`src/rtl/hw_load_ctrl.sv`:
```
// Halfword immediate load controller: read-modify-write passes through the shared
// register-file port, merging a halfword into the upper or lower half of rd.
module hw_load_ctrl #(
    parameter int unsigned DATA_W = 10,
    parameter int unsigned ADDR_W = 3
) (
    input  logic              clk,
    input  logic              rst,
    input  logic              start,
    input  logic [1:0]        op,
    input  logic [ADDR_W-1:0] rd,
    input  logic [DATA_W-1:0] imm,
    output logic              busy,
    output logic              done,
    output logic              err,
    output logic              rf_req,
    input  logic              rf_gnt,
    output logic [ADDR_W-1:0] rf_raddr,
    input  logic [DATA_W-1:0] rf_rdata,
    output logic              rf_we,
    output logic [ADDR_W-1:0] rf_waddr,
    output logic [DATA_W-1:0] rf_wdata
);

    localparam int unsigned HW = DATA_W / 2;

    typedef enum logic [2:0] {
        S_IDLE,
        S_ARB,
        S_RD,
        S_WR,
        S_DONE
    } state_t;

    typedef enum logic [1:0] {
        OP_LUH = 2'b00,
        OP_LLH = 2'b01,
        OP_LIM = 2'b10,
        OP_ILL = 2'b11
    } op_t;

    state_t            state_q, state_d;
    logic              pass_q, pass_d;
    op_t               op_q, op_d;
    logic [ADDR_W-1:0] rd_q, rd_d;
    logic [DATA_W-1:0] imm_q, imm_d;

    always_ff @(posedge clk) begin
        if (rst) begin
            state_q <= S_IDLE;
            pass_q  <= 1'b0;
            op_q    <= OP_LUH;
            rd_q    <= '0;
            imm_q   <= '0;
        end else begin
            state_q <= state_d;
            pass_q  <= pass_d;
            op_q    <= op_d;
            rd_q    <= rd_d;
            imm_q   <= imm_d;
        end
    end

    always_comb begin
        state_d = state_q;
        pass_d  = pass_q;
        op_d    = op_q;
        rd_d    = rd_q;
        imm_d   = imm_q;
        unique case (state_q)
            S_IDLE: begin
                if (start) begin
                    op_d    = op_t'(op);
                    rd_d    = rd;
                    imm_d   = imm;
                    pass_d  = 1'b0;
                    state_d = (op_t'(op) == OP_ILL) ? S_DONE : S_ARB;
                end
            end
            S_ARB:  if (rf_gnt) state_d = S_RD;
            S_RD:   state_d = S_WR;
            S_WR: begin
                // LIM loops back for its lower-half pass without dropping rf_req
                if (op_q == OP_LIM && !pass_q) begin
                    pass_d  = 1'b1;
                    state_d = S_ARB;
                end else begin
                    state_d = S_DONE;
                end
            end
            S_DONE: state_d = S_IDLE;
            default: state_d = S_IDLE;
        endcase
    end

    logic          upper_sel;
    logic [HW-1:0] upper_imm;

    assign upper_sel = (op_q == OP_LUH) || (op_q == OP_LIM && !pass_q);
    assign upper_imm = (op_q == OP_LIM) ? imm_q[DATA_W-1:HW] : imm_q[HW-1:0];

    always_comb begin
        busy     = (state_q != S_IDLE);
        done     = 1'b0;
        err      = 1'b0;
        rf_req   = 1'b0;
        rf_raddr = '0;
        rf_we    = 1'b0;
        rf_waddr = '0;
        rf_wdata = '0;
        unique case (state_q)
            S_ARB: rf_req = 1'b1;
            S_RD: begin
                rf_req   = 1'b1;
                rf_raddr = rd_q;
            end
            S_WR: begin
                rf_req   = 1'b1;
                rf_we    = 1'b1;
                rf_waddr = rd_q;
                rf_wdata = upper_sel ? {upper_imm, rf_rdata[HW-1:0]}
                                     : {rf_rdata[DATA_W-1:HW], imm_q[HW-1:0]};
            end
            S_DONE: begin
                done = 1'b1;
                err  = (op_q == OP_ILL);
            end
            default: ;
        endcase
    end

endmodule

```
`config.mk`:
```
export PLATFORM = sky130hd
export DESIGN_NAME = hw_load_ctrl
export DESIGN_NICKNAME = d
export VERILOG_FILES = /design/src/rtl/hw_load_ctrl.sv
export SDC_FILE = /design/constraint.sdc
export NUM_CORES = 1
export LEC_CHECK = 0
export CAP_MARGIN = 40
export CORE_MARGIN = 4
export CORE_UTILIZATION = 34
export CTS_CLUSTER_DIAMETER = 120
export DETAILED_ROUTE_END_ITERATION = 10
export PLACE_DENSITY = 0.68
export REMOVE_ABC_BUFFERS = 1
export SLEW_MARGIN = 20
export SYNTH_ARGS = -nofsm -noshare
export SYNTH_HDL_FRONTEND = slang
export SYNTH_SLANG_ARGS = --single-unit
export TNS_END_PERCENT = 30
```
`constraint.sdc`:
```
create_clock -name clk -period 1.9 [get_ports clk]
set_input_delay 0.285 -clock clk [delete_from_list [all_inputs] [get_ports clk]]
set_output_delay 0.285 -clock clk [all_outputs]
set_load 0.1 [all_outputs]
```
* Yosys cells after proc, flatten, opt, wreduce, memory -nomap -nowiden
Index checks and enable logic that the tools add are counted.
** Word-level totals
- Register bits after elaboration :: 19
- Logic and storage cells :: 43
- Output and inout bits :: 21
** Cells by class
- Reduce and logical (&&, ||, !) cells :: 11
- Multiplexer cells :: 17
- Equality and inequality tests :: 10
** Operators by type and width (count)
- 10-bit 2-to-1 mux :: 2
- 3-bit 2-to-1 mux :: 6
- 3-bit case mux with 4 select lines :: 1
- 2-bit equality test (second input constant) :: 3
- 3-bit by 2-bit equality test with 1-bit output (second input constant) :: 2
- 1-bit 2-to-1 mux :: 6
- 2-bit inequality test (second input constant) :: 3
- 5-bit 2-to-1 mux :: 1
- 2-bit AND reduction :: 2
- 3-bit by 1-bit equality test with 1-bit output (second input constant) :: 1
- 3-bit equality test (second input constant) :: 1
- 3-bit logical NOT :: 1
- 3-bit AND reduction :: 1
- 3-bit nonzero test :: 1
- 3-bit OR reduction :: 1
- 2-bit logical NOT :: 1
- 1-bit case mux with 2 select lines :: 1
- 2-bit nonzero test :: 1
- 1-bit logical AND :: 1
- 1-bit logical NOT :: 1
- 1-bit logical OR :: 1

* Depth between registers and ports, before layout
Gate-level depths: netlist (run 1).
- Word-level depth :: 5
- Mapped depth :: 6
- Mapped depth without buffers :: 4

* Worst setup path before layout (run 1)
OpenSTA, ideal clock, no wires.
- Kind :: reg-to-output
- Start point :: register state_q[1]
- End point :: output port rf_wdata[5]
- Buffers on the path :: 2
- Stages on the path, launching flop included :: 7
- Slack :: -1.380 ns
- Required time :: 1.615 ns
- Arrival :: 2.995 ns
- Path through :: dfxtp_1 > buf_2 > nand3b_2 > inv_1 > buf_2 > o311ai_0 > a21oi_1
** On the way
- Cells in the longest elaborated chain, start to end :: 2
** Ends and longest elaborated chain
- start, declared :: RTL line 42 : state_t state_q, state_d;
- start signal, assigned :: RTL line 56 : state_q <= state_d;
- 3-bit by 2-bit equality test with 1-bit output :: RTL line 111 : unique case (state_q)
- 10-bit 2-to-1 mux :: RTL line 111
- end, declared :: RTL line 22 : output logic [DATA_W-1:0] rf_wdata
No other way between the ends.

* Worst setup path in the final report (run 1)
- Start point :: register state_q[2]
- End point :: output port rf_wdata[7]
Same word-level chain as after synthesis.

==> impl_metrics.json, run 1 <==
{
  "n_fill_cell": 279,
  "crit_type": "reg2out",
  "synth_top_area_share_pct": 34.27,
  "antenna_found_initial": 0,
  "drt.antenna.violating_nets": 0,
  "firstDrtPassIters": 4,
  "cts.clk_slew.worst_paths_ns": 0.11,
  "die_area_mm2": 0.004242,
  "totalNegativeSetupSlack_ns": 0,
  "grt_pass1_vias": 1256,
  "viasPerCell": 5.084,
  "place_congestion": 0.7574,
  "start_kind": "flop",
  "die-height_um": 65.13,
  "placement.io_buffers": 49,
  "route.detailed.drc": 0,
  "drive_above_1_share_pct": 24.74,
  "areaGrowthSynthToFinish_pct": 72.27,
  "wl_per_cell_um": 14.67,
  "critPathLaunch": "state_q[2]",
  "wirelength_mm": 3.491,
  "ios": 50,
  "period_share_pct": 97.48,
  "worst_slew_pin_slew_ns": 0.3729,
  "cap_viol_max_count": 0,
  "synth_area_mm2": 0.001110,
  "hold_path_class": "reg2reg",
  "yosysMostFrequentCell": "nand2_1",
  "ys_ff_latch": 19,
  "yosysSeqAreaShare_pct": 34.27,
  "track_usage_pct": 17.85,
  "core_area_mm2": 0.003078,
  "cts_buffers": 3,
  "num_rows": 20,
  "grt_pass1_wl_mm": 5.961,
  "drtIter0Drc": 70,
  "power_leakage_nw": 0.7618,
  "power.density_mw_per_mm2": 596.3,
  "cts_max_path_buffers": 2,
  "place_ws_ns": 0.1126,
  "clock-sinks": 19,
  "ys_async_sr_fraction_pct": 0,
  "cts_tree": "yes",
  "rr_startpoint": "state_q[1]",
  "setup_violations": 0,
  "wl_met3_um": 224,
  "rsz0062_at_grt": "yes",
  "synthTopCellsByArea": "dfxtp_1, nand2_1, a21oi_1",
  "slew_violations": 0,
  "synthCells": 144,
  "grt_max_degree": 17,
  "die_x_um": 65.13,
  "dp_hpwl_mm": 2.681,
  "critPathRequiredTime_ns": 1.62,
  "hold_buffers": 0,
  "irDropWorstVdd_uv": 536.1,
  "status": "finished, final reports clean",
  "arrival_ns": 1.57,
  "synthFlopType": "dfxtp_1",
  "ys_top_cells_by_count": "nand2_1, a21oi_1, dfxtp_1, nor2_1, nand2b_1",
  "syn_avg_cell_area_um2": 7.707,
  "period_needed_ns": 1.852,
  "route.top_layer_used": "met4",
  "crit_fanout": 6,
  "setup_slack_ns": 0.04779,
  "synth_edf_count": 0,
  "cts_max_level": 1,
  "antenna_cells": 0,
  "hold_path_startpoint": "imm_q[5]",
  "nNetsFinal": 224,
  "wl_met1_mm": 1.450,
  "via_count": 1210,
  "routed-wl-met2_mm": 1.779,
  "fmaxAchievable_mhz": 539.9,
  "fin_cells": 238,
  "clk_latency_ns": 0.30,
  "synth_top_area_cell": "dfxtp_1",
  "finalHoldViolations": 0,
  "slew_headroom_pct": 75.09,
  "placedCellCount": 234,
  "fin_skew_ns": 0.002322,
  "ys_types": 30,
  "grt_overflow": 0,
  "yosys_warnings": 0,
  "root_buffer": "clkbuf_4",
  "worstSetupEndpointType": "primary output",
  "start_util_pct": 36.06,
  "post_cts_buffers": 0
}
==> final timing paths <==
| check | slack [ns] | end | depth (start not counted) |
|---|---|---|---|
| max | 0.05 | rf_wdata[7] | 5 |
| min | 0.46 | imm_q[5] | 2 |
| max reg2reg | 0.32 | pass_q | 4 |
| min reg2reg | 0.46 | imm_q[5] | 2 |
==> power by group <==
part           internal [mW]  switching, mW  leakage, nW
Sequential             0.434         0.0306        0.157
Combinational          0.201          0.268        0.590
Clock                 0.0819          0.125       0.0150
Total                  0.717          0.423        0.762
==> flip-flops by register name, indices dropped and copies added (netlist names) <==
signal / count
state_q: 3
imm_q: 10
pass_q: 1
op_q: 2
rd_q: 3
==> critical path, cell delays in order, from the launching register on <==
cell and delay [ns]:
dfxtp_1 0.33, nand3b_2 0.24, inv_4 0.11, o311ai_0 0.14, a21oi_1 0.24, buf_12 0.21
==> area by class of cell <==
cell class	count	area, um2	share of cell area, %
multi-input combinational	111	658.1	34.42
sequential	19	385.4	20.16
clock buffer	4	26.28	1.374
inverter	1	6.256	0.3272
timing repair buffer	59	780.7	40.84
tap	44	55.05	2.880
==> cells by family (layout without fill, tap and decap cells) <==
group	Yosys count	count (layout)	share of synthesized area, %
buffers and inverters	14	64	7.553
muxes	6	6	5.524
DFF	19	19	34.27
xor gates and xnor gates	1	1	0.7893
AOI/OAI and AO/OA	35	35	19.73
and+or+nand+nor	69	69	32.13
==> stage by stage <==
| step | cell area [um2] | total power, mW | utilization [%] | hold slack [ns] |
|---|---|---|---|---|
| after global routing | 1912 | 1.203 | 62.11 | 0.4935 |
| final | 1912 | 1.140 | 62.11 | 0.4639 |
| after global placement | 1861 | 0.9227 | 60.45 | 0.4476 |
| after detailed placement | 1861 | 0.9350 | 60.45 | 0.4512 |
| after CTS | 1896 | 1.139 | 61.59 | 0.4656 |
| after floorplan | 1030 | 0.7289 | - | 0.3541 |
==> cell usage in the layout, fill, tap and decap left out, types with 2 or more instances in the layout <==
master / n
a21oi_1: 20
a22oi_1: 2
and2_1: 3
and3_1: 4
buf_12: 20
buf_4: 10
clkbuf_4: 3
clkdlybuf4s50_1: 28
dfxtp_1: 17
mux2i_1: 5
nand2_1: 29
nand2_2: 3
nand2b_1: 8
nor2_1: 13
o21ai_0: 2
o311ai_0: 2
o311ai_1: 2
o31ai_1: 4
==> layer usage <==
| metal | vias to the layer above | global-route usage [%] |
|---|---|---|
| met1 | 562 | 21.75 |
| li1 | 594 | - |
| met3 | 5 | 4.615 |
| met4 | 0 | 5.440 |
| met2 | 49 | 30.78 |
| met5 | - | 0 |
==> repair_timing <==
action | CTS | global route
gates resized for setup | 3 | 8
endpoints found under the setup margin | 10 | 6
hold endpoints to repair | 0 | 0
cloned | 0 | 0
No activity file was read; power rests on OpenSTA's default activity.
==> inputs of run 2 (changes only) <==
Clock period 1.9 ns to 2.1 ns, I/O delays scaled along.
==> run 2 against run 1 <==
  * Sequential share of layout area rose by 0.18 points
  * Clock skew rose by 0.0052 ns
  * Register-to-register slack better by 0.21 ns
  * Utilization down 0.93 points
  * Design area down 1.5%
  * Routed wire length shrank 3.1%
  * Die area unchanged
  * Worst setup slack gained 0.14 ns
  * First-iteration DRC count down 53%
  * Sequential power shrank 9.0%
  * Critical path depth stayed put
==> impl_metrics.json, run 2 (same netlist as run 1, synthesis figures left out) <==
{
  "critPathRequiredTime_ns": 1.78,
  "fin_skew_ns": 0.007571,
  "route.detailed.drc": 0,
  "antenna_found_initial": 0,
  "status": "finished, final reports clean",
  "cts_buffers": 3,
  "worst_slew_pin_slew_ns": 0.4271,
  "cts_tree": "yes",
  "num_rows": 20,
  "wirelength_mm": 3.383,
  "irDropWorstVdd_uv": 421.2,
  "antenna_cells": 0,
  "drt.antenna.violating_nets": 0,
  "via_count": 1187,
  "fmaxAchievable_mhz": 522.6,
  "period_share_pct": 91.12,
  "dp_hpwl_mm": 2.586,
  "combPwrFrac_pct": 40.1,
  "fin_area_mm2": 0.001883,
  "largest_reg_flops": 10,
  "slew_headroom_pct": 71.40,
  "power_leakage_nw": 0.7491,
  "p_clk_share_pct": 18.7,
  "grt_pass1_wl_mm": 5.789,
  "drive_above_1_share_pct": 23.44,
  "drtIter0Drc": 33,
  "die_x_um": 65.13,
  "die_area_mm2": 0.004242,
  "rsz0062_at_grt": "no",
  "period_needed_ns": 1.913,
  "clk_latency_ns": 0.30,
  "place_ws_ns": 0.2621,
  "n_fill_cell": 291,
  "cts_max_path_buffers": 2,
  "areaGrowthSynthToFinish_pct": 69.67,
  "swShare_pct": 37.35,
  "place_area_mm2": 0.001846,
  "slowest_stage": "dfxtp_1",
  "finalHoldViolations": 0,
  "critPathTopFamily": "compound AO/OA/AOI/OAI gates",
  "setup_slack_ns": 0.1865,
  "viasPerCell": 5.030,
  "worst-path-buf-inv": 2,
  "post_cts_buffers": 0,
  "cts.clk_slew.worst_paths_ns": 0.12,
  "crit_path_cell_trace": "nand3b_2 -> inv_2 -> o311ai_0 -> a21oi_1 -> buf_12",
  "hold_path_class": "reg2reg",
  "regMostFlops": "imm_q",
  "mostFrequentLayoutCells": "nand2_1, clkdlybuf4s50_1, buf_12",
  "power.total_mw": 1.025,
  "crit_type": "reg2out",
  "pwr-share-seq_pct": 41.3,
  "ios": 50,
  "start_kind": "flop",
  "grt_max_degree": 18,
  "arrival_ns": 1.60,
  "power.density_mw_per_mm2": 544.2,
  "nNetsFinal": 222,
  "firstDrtPassIters": 6,
  "root_buffer": "clkbuf_4",
  "cap_viol_max_count": 0,
  "placement.io_buffers": 49,
  "place_congestion": 0.7751,
  "totalNegativeSetupSlack_ns": 0,
  "slowest_delay_ns": 0.33,
  "wl_per_cell_um": 14.33,
  "p_switching_uw": 382.7,
  "rrSetupSlack_ns": 0.53,
  "final_common_cell": "nand2_1",
  "core_area_mm2": 0.003078,
  "setup_violations": 0,
  "grt_overflow": 0,
  "die-height_um": 65.13,
  "top_regs": "imm_q x10, rd_q x3, state_q x3",
  "cts_max_level": 1,
  "grt_pass1_vias": 1187,
  "hold_slack_ns": 0.4663,
  "crit_fanout": 6,
  "worstSetupEndpointType": "primary output",
  "slew_violations": 0,
  "clock-sinks": 19,
  "track_usage_pct": 17.53,
  "p_int_uw": 642.0,
  "start_util_pct": 36.06
}
[run 2: changes by cell type in the layout (fill, tap and decap cells not counted), sizes merged]
cell / delta
buf: -1
clkinv: +1
clkbuf: -2
[run 2: final cells by class]
type	instances	area, um2	share of cell area [%]
Sequential cell	19	382.9	20.33
Tap cell	44	55.05	2.924
Inverter	1	3.754	0.1993
Multi-Input combinational cell	111	653.1	34.68
Clock buffer	3	22.52	1.196
Timing Repair Buffer	57	760.7	40.40
Clock inverter	1	5.005	0.2658
[run 2: worst reg2reg max path, delay by kind of cell (launching register included)]
family                 cells  cell delay [ns]
AO/OA/AOI/OAI              1             0.23
buffers and inverters      1             0.16
flip-flops                 1             0.33
AND/OR/NAND/NOR            2             0.73
[run 2: through the flow]
stage               instances  utilization [%]
global placement          232            59.96
detailed placement        232            59.96
floorplan                 131                -
finish                    236            61.18
global route              236            61.18
CTS                       236            61.10
[run 2: final timing paths]
kind                 end  cells after the start        from
min reg2reg     imm_q[9]                      2    imm_q[9]
max reg2reg       pass_q                      4  state_q[2]
max          rf_wdata[7]                      5  state_q[2]
min             imm_q[9]                      2    imm_q[9]
[run 2: routing by layer]
metal  share of wire, %  vias to the layer above  GRT usage (%)  routed length (um)
met1                 42                      554          20.59                1433
met5                  0                        -              0                   0
li1                   -                      592              -                   -
met4                  0                        0          3.886                   0
met2                 51                       41          32.31                1735
met3                6.3                        0          3.932                 213
[run 2: repair_timing]
action	4_1_cts	5_1_grt
setup endpoints to repair	5	9
resized for setup	1	3
hold buffers	0	0
[run 2: power by group through the flow]
stage                     sequential [mW]  combinational (mW)  clock (mW)
after floorplan                     0.436               0.224           0
after global placement              0.429               0.404           0
after detailed placement            0.429               0.409           0
after CTS                           0.422               0.412       0.191
after global routing                0.427               0.445       0.209
final                               0.423               0.411       0.191
==> inputs of run 3 (changes only) <==
Settings changed: CORE_MARGIN 4 to not set, SETUP_SLACK_MARGIN set to 0.3.
==> run 3 against run 2 <==
  * Clock power increased by 3%
  * Sequential share of layout area decreased by 0.67 points
  * Sequential power about the same
  * Combinational power increased by 7.3%
  * Utilization increased by 4.1 points
  * Critical path type unchanged
==> impl_metrics.json, run 3 (same netlist as run 1, synthesis figures left out) <==
{
  "drt.antenna.violating_nets": 0,
  "crit_type": "reg2out",
  "clock-sinks": 19,
  "hold_path_class": "reg2reg",
  "rrSetupSlack_ns": 0.53,
  "route.detailed.drc": 0,
  "rsz0062_at_grt": "yes",
  "via_count": 1223,
  "wl_per_cell_um": 14.17,
  "placement.io_buffers": 49,
  "antenna_found_initial": 0,
  "antenna_cells": 0,
  "worst-path-buf-inv": 2,
  "top_regs": "imm_q x10, rd_q x3, state_q x3",
  "clk_latency_ns": 0.30,
  "wirelength_mm": 3.443,
  "ios": 50,
  "grt_pass1_wl_mm": 5.437,
  "cap_viol_max_count": 0,
  "place_congestion": 0.7830,
  "hold_buffers": 0,
  "critPathRequiredTime_ns": 1.78,
  "fin_area_mm2": 0.002011,
  "place_area_mm2": 0.001838,
  "track_usage_pct": 20.27,
  "worst_slew_pin_slew_ns": 0.4440,
  "slowest_stage": "dfxtp_2",
  "viasPerCell": 5.033,
  "power_leakage_nw": 0.8244,
  "critPathTopFamily": "simple AND/OR/NAND/NOR gates",
  "fmaxAchievable_mhz": 551.6,
  "slowest_delay_ns": 0.36,
  "period_needed_ns": 1.813,
  "finalHoldViolations": 0,
  "worstSetupEndpointType": "primary output",
  "period_share_pct": 86.33,
  "slew_headroom_pct": 70.34,
  "power.density_mw_per_mm2": 527.5,
  "cts_buffers": 3,
  "fin_util_pct": 65.33,
  "areaGrowthSynthToFinish_pct": 81.17,
  "place_ws_ns": 0.2389,
  "setup_violations": 0,
  "crit_path_cell_trace": "buf_4 -> nor2_2 -> and2_4 -> and3_4 -> buf_12",
  "nNetsFinal": 229,
  "irDropWorstVdd_uv": 421.4,
  "cts.clk_slew.worst_paths_ns": 0.12,
  "grt_pass1_vias": 1231,
  "dp_hpwl_mm": 2.493,
  "drive_above_1_share_pct": 32.16,
  "largest_reg_flops": 10,
  "die_x_um": 59.13,
  "slew_violations": 0,
  "final_common_cell": "nand2_1",
  "fin_skew_ns": 0.003347,
  "core_area_mm2": 0.003078,
  "setup_slack_ns": 0.2871,
  "cts_max_path_buffers": 2,
  "arrival_ns": 1.50,
  "drtIter0Drc": 47,
  "num_rows": 20,
  "grt_overflow": 0,
  "die-height_um": 59.13,
  "die_area_mm2": 0.003496,
  "start_util_pct": 36.06,
  "start_kind": "flop",
  "firstDrtPassIters": 4,
  "mostFrequentLayoutCells": "nand2_1, clkdlybuf4s50_1, buf_12",
  "cts_max_level": 1,
  "cts_tree": "yes",
  "crit_fanout": 11,
  "status": "finished, final reports clean",
  "grt_max_degree": 17,
  "root_buffer": "clkbuf_4",
  "regMostFlops": "imm_q"
}
run 3: stage by stage:
step           std cells  power, mW  TNS, ns  hold WS (ns)
6_report             243      1.061        0        0.4669
5_1_grt              243      1.109        0        0.4836
4_1_cts              243      1.053        0        0.4670
3_5_place_dp         231     0.8366        0        0.4509
3_3_place_gp         231     0.8276        0        0.4458
2_1_floorplan        131     0.6595   -9.922        0.3841
run 3: final cells by class:
cell class	count	area, um2
clock buffers	3	22.52
clock inverters	1	5.005
fillers	269	1067
inverters	1	6.256
multi-input cells	111	694.4
flip-flops and latches	19	395.4
well taps	44	55.05
repair buffers	64	832.0
run 3: power by group:
| group | internal [mW] | switching, mW |
|---|---|---|
| clock | 0.0710 | 0.126 |
| combinational | 0.193 | 0.248 |
| sequential | 0.394 | 0.0290 |
run 3: worst paths after layout:
| check | start | to | cells past startpoint |
|---|---|---|---|
| worst max-delay path | state_q[1] | err | 5 |
| worst min-delay path | imm_q[8] | imm_q[8] | 2 |
| worst max register to register | state_q[1] | pass_q | 4 |
| worst min register to register | imm_q[8] | imm_q[8] | 2 |
run 3: what timing repair did:
action | in CTS | in global routing
resized for setup | 18 | 8
pin swaps | 2 | 0
hold endpoints to repair | 0 | 0
buffers inserted | 8 | 0
setup endpoints to repair | 15 | 16
run 3: tightest hold or removal path, stage by stage (launching register included):
cell     delay [ns]
dfxtp_1        0.34
nand2_2        0.05
a21oi_1        0.05
run 3: metal layers:
layer  routed length [um]  track usage, %  part of all wire, %
met5                    0               0                    0
met4                   16           3.401                 0.46
met3                  231           4.803                  6.7
met2                 1772           38.96                   51
met1                 1423           22.70                   41
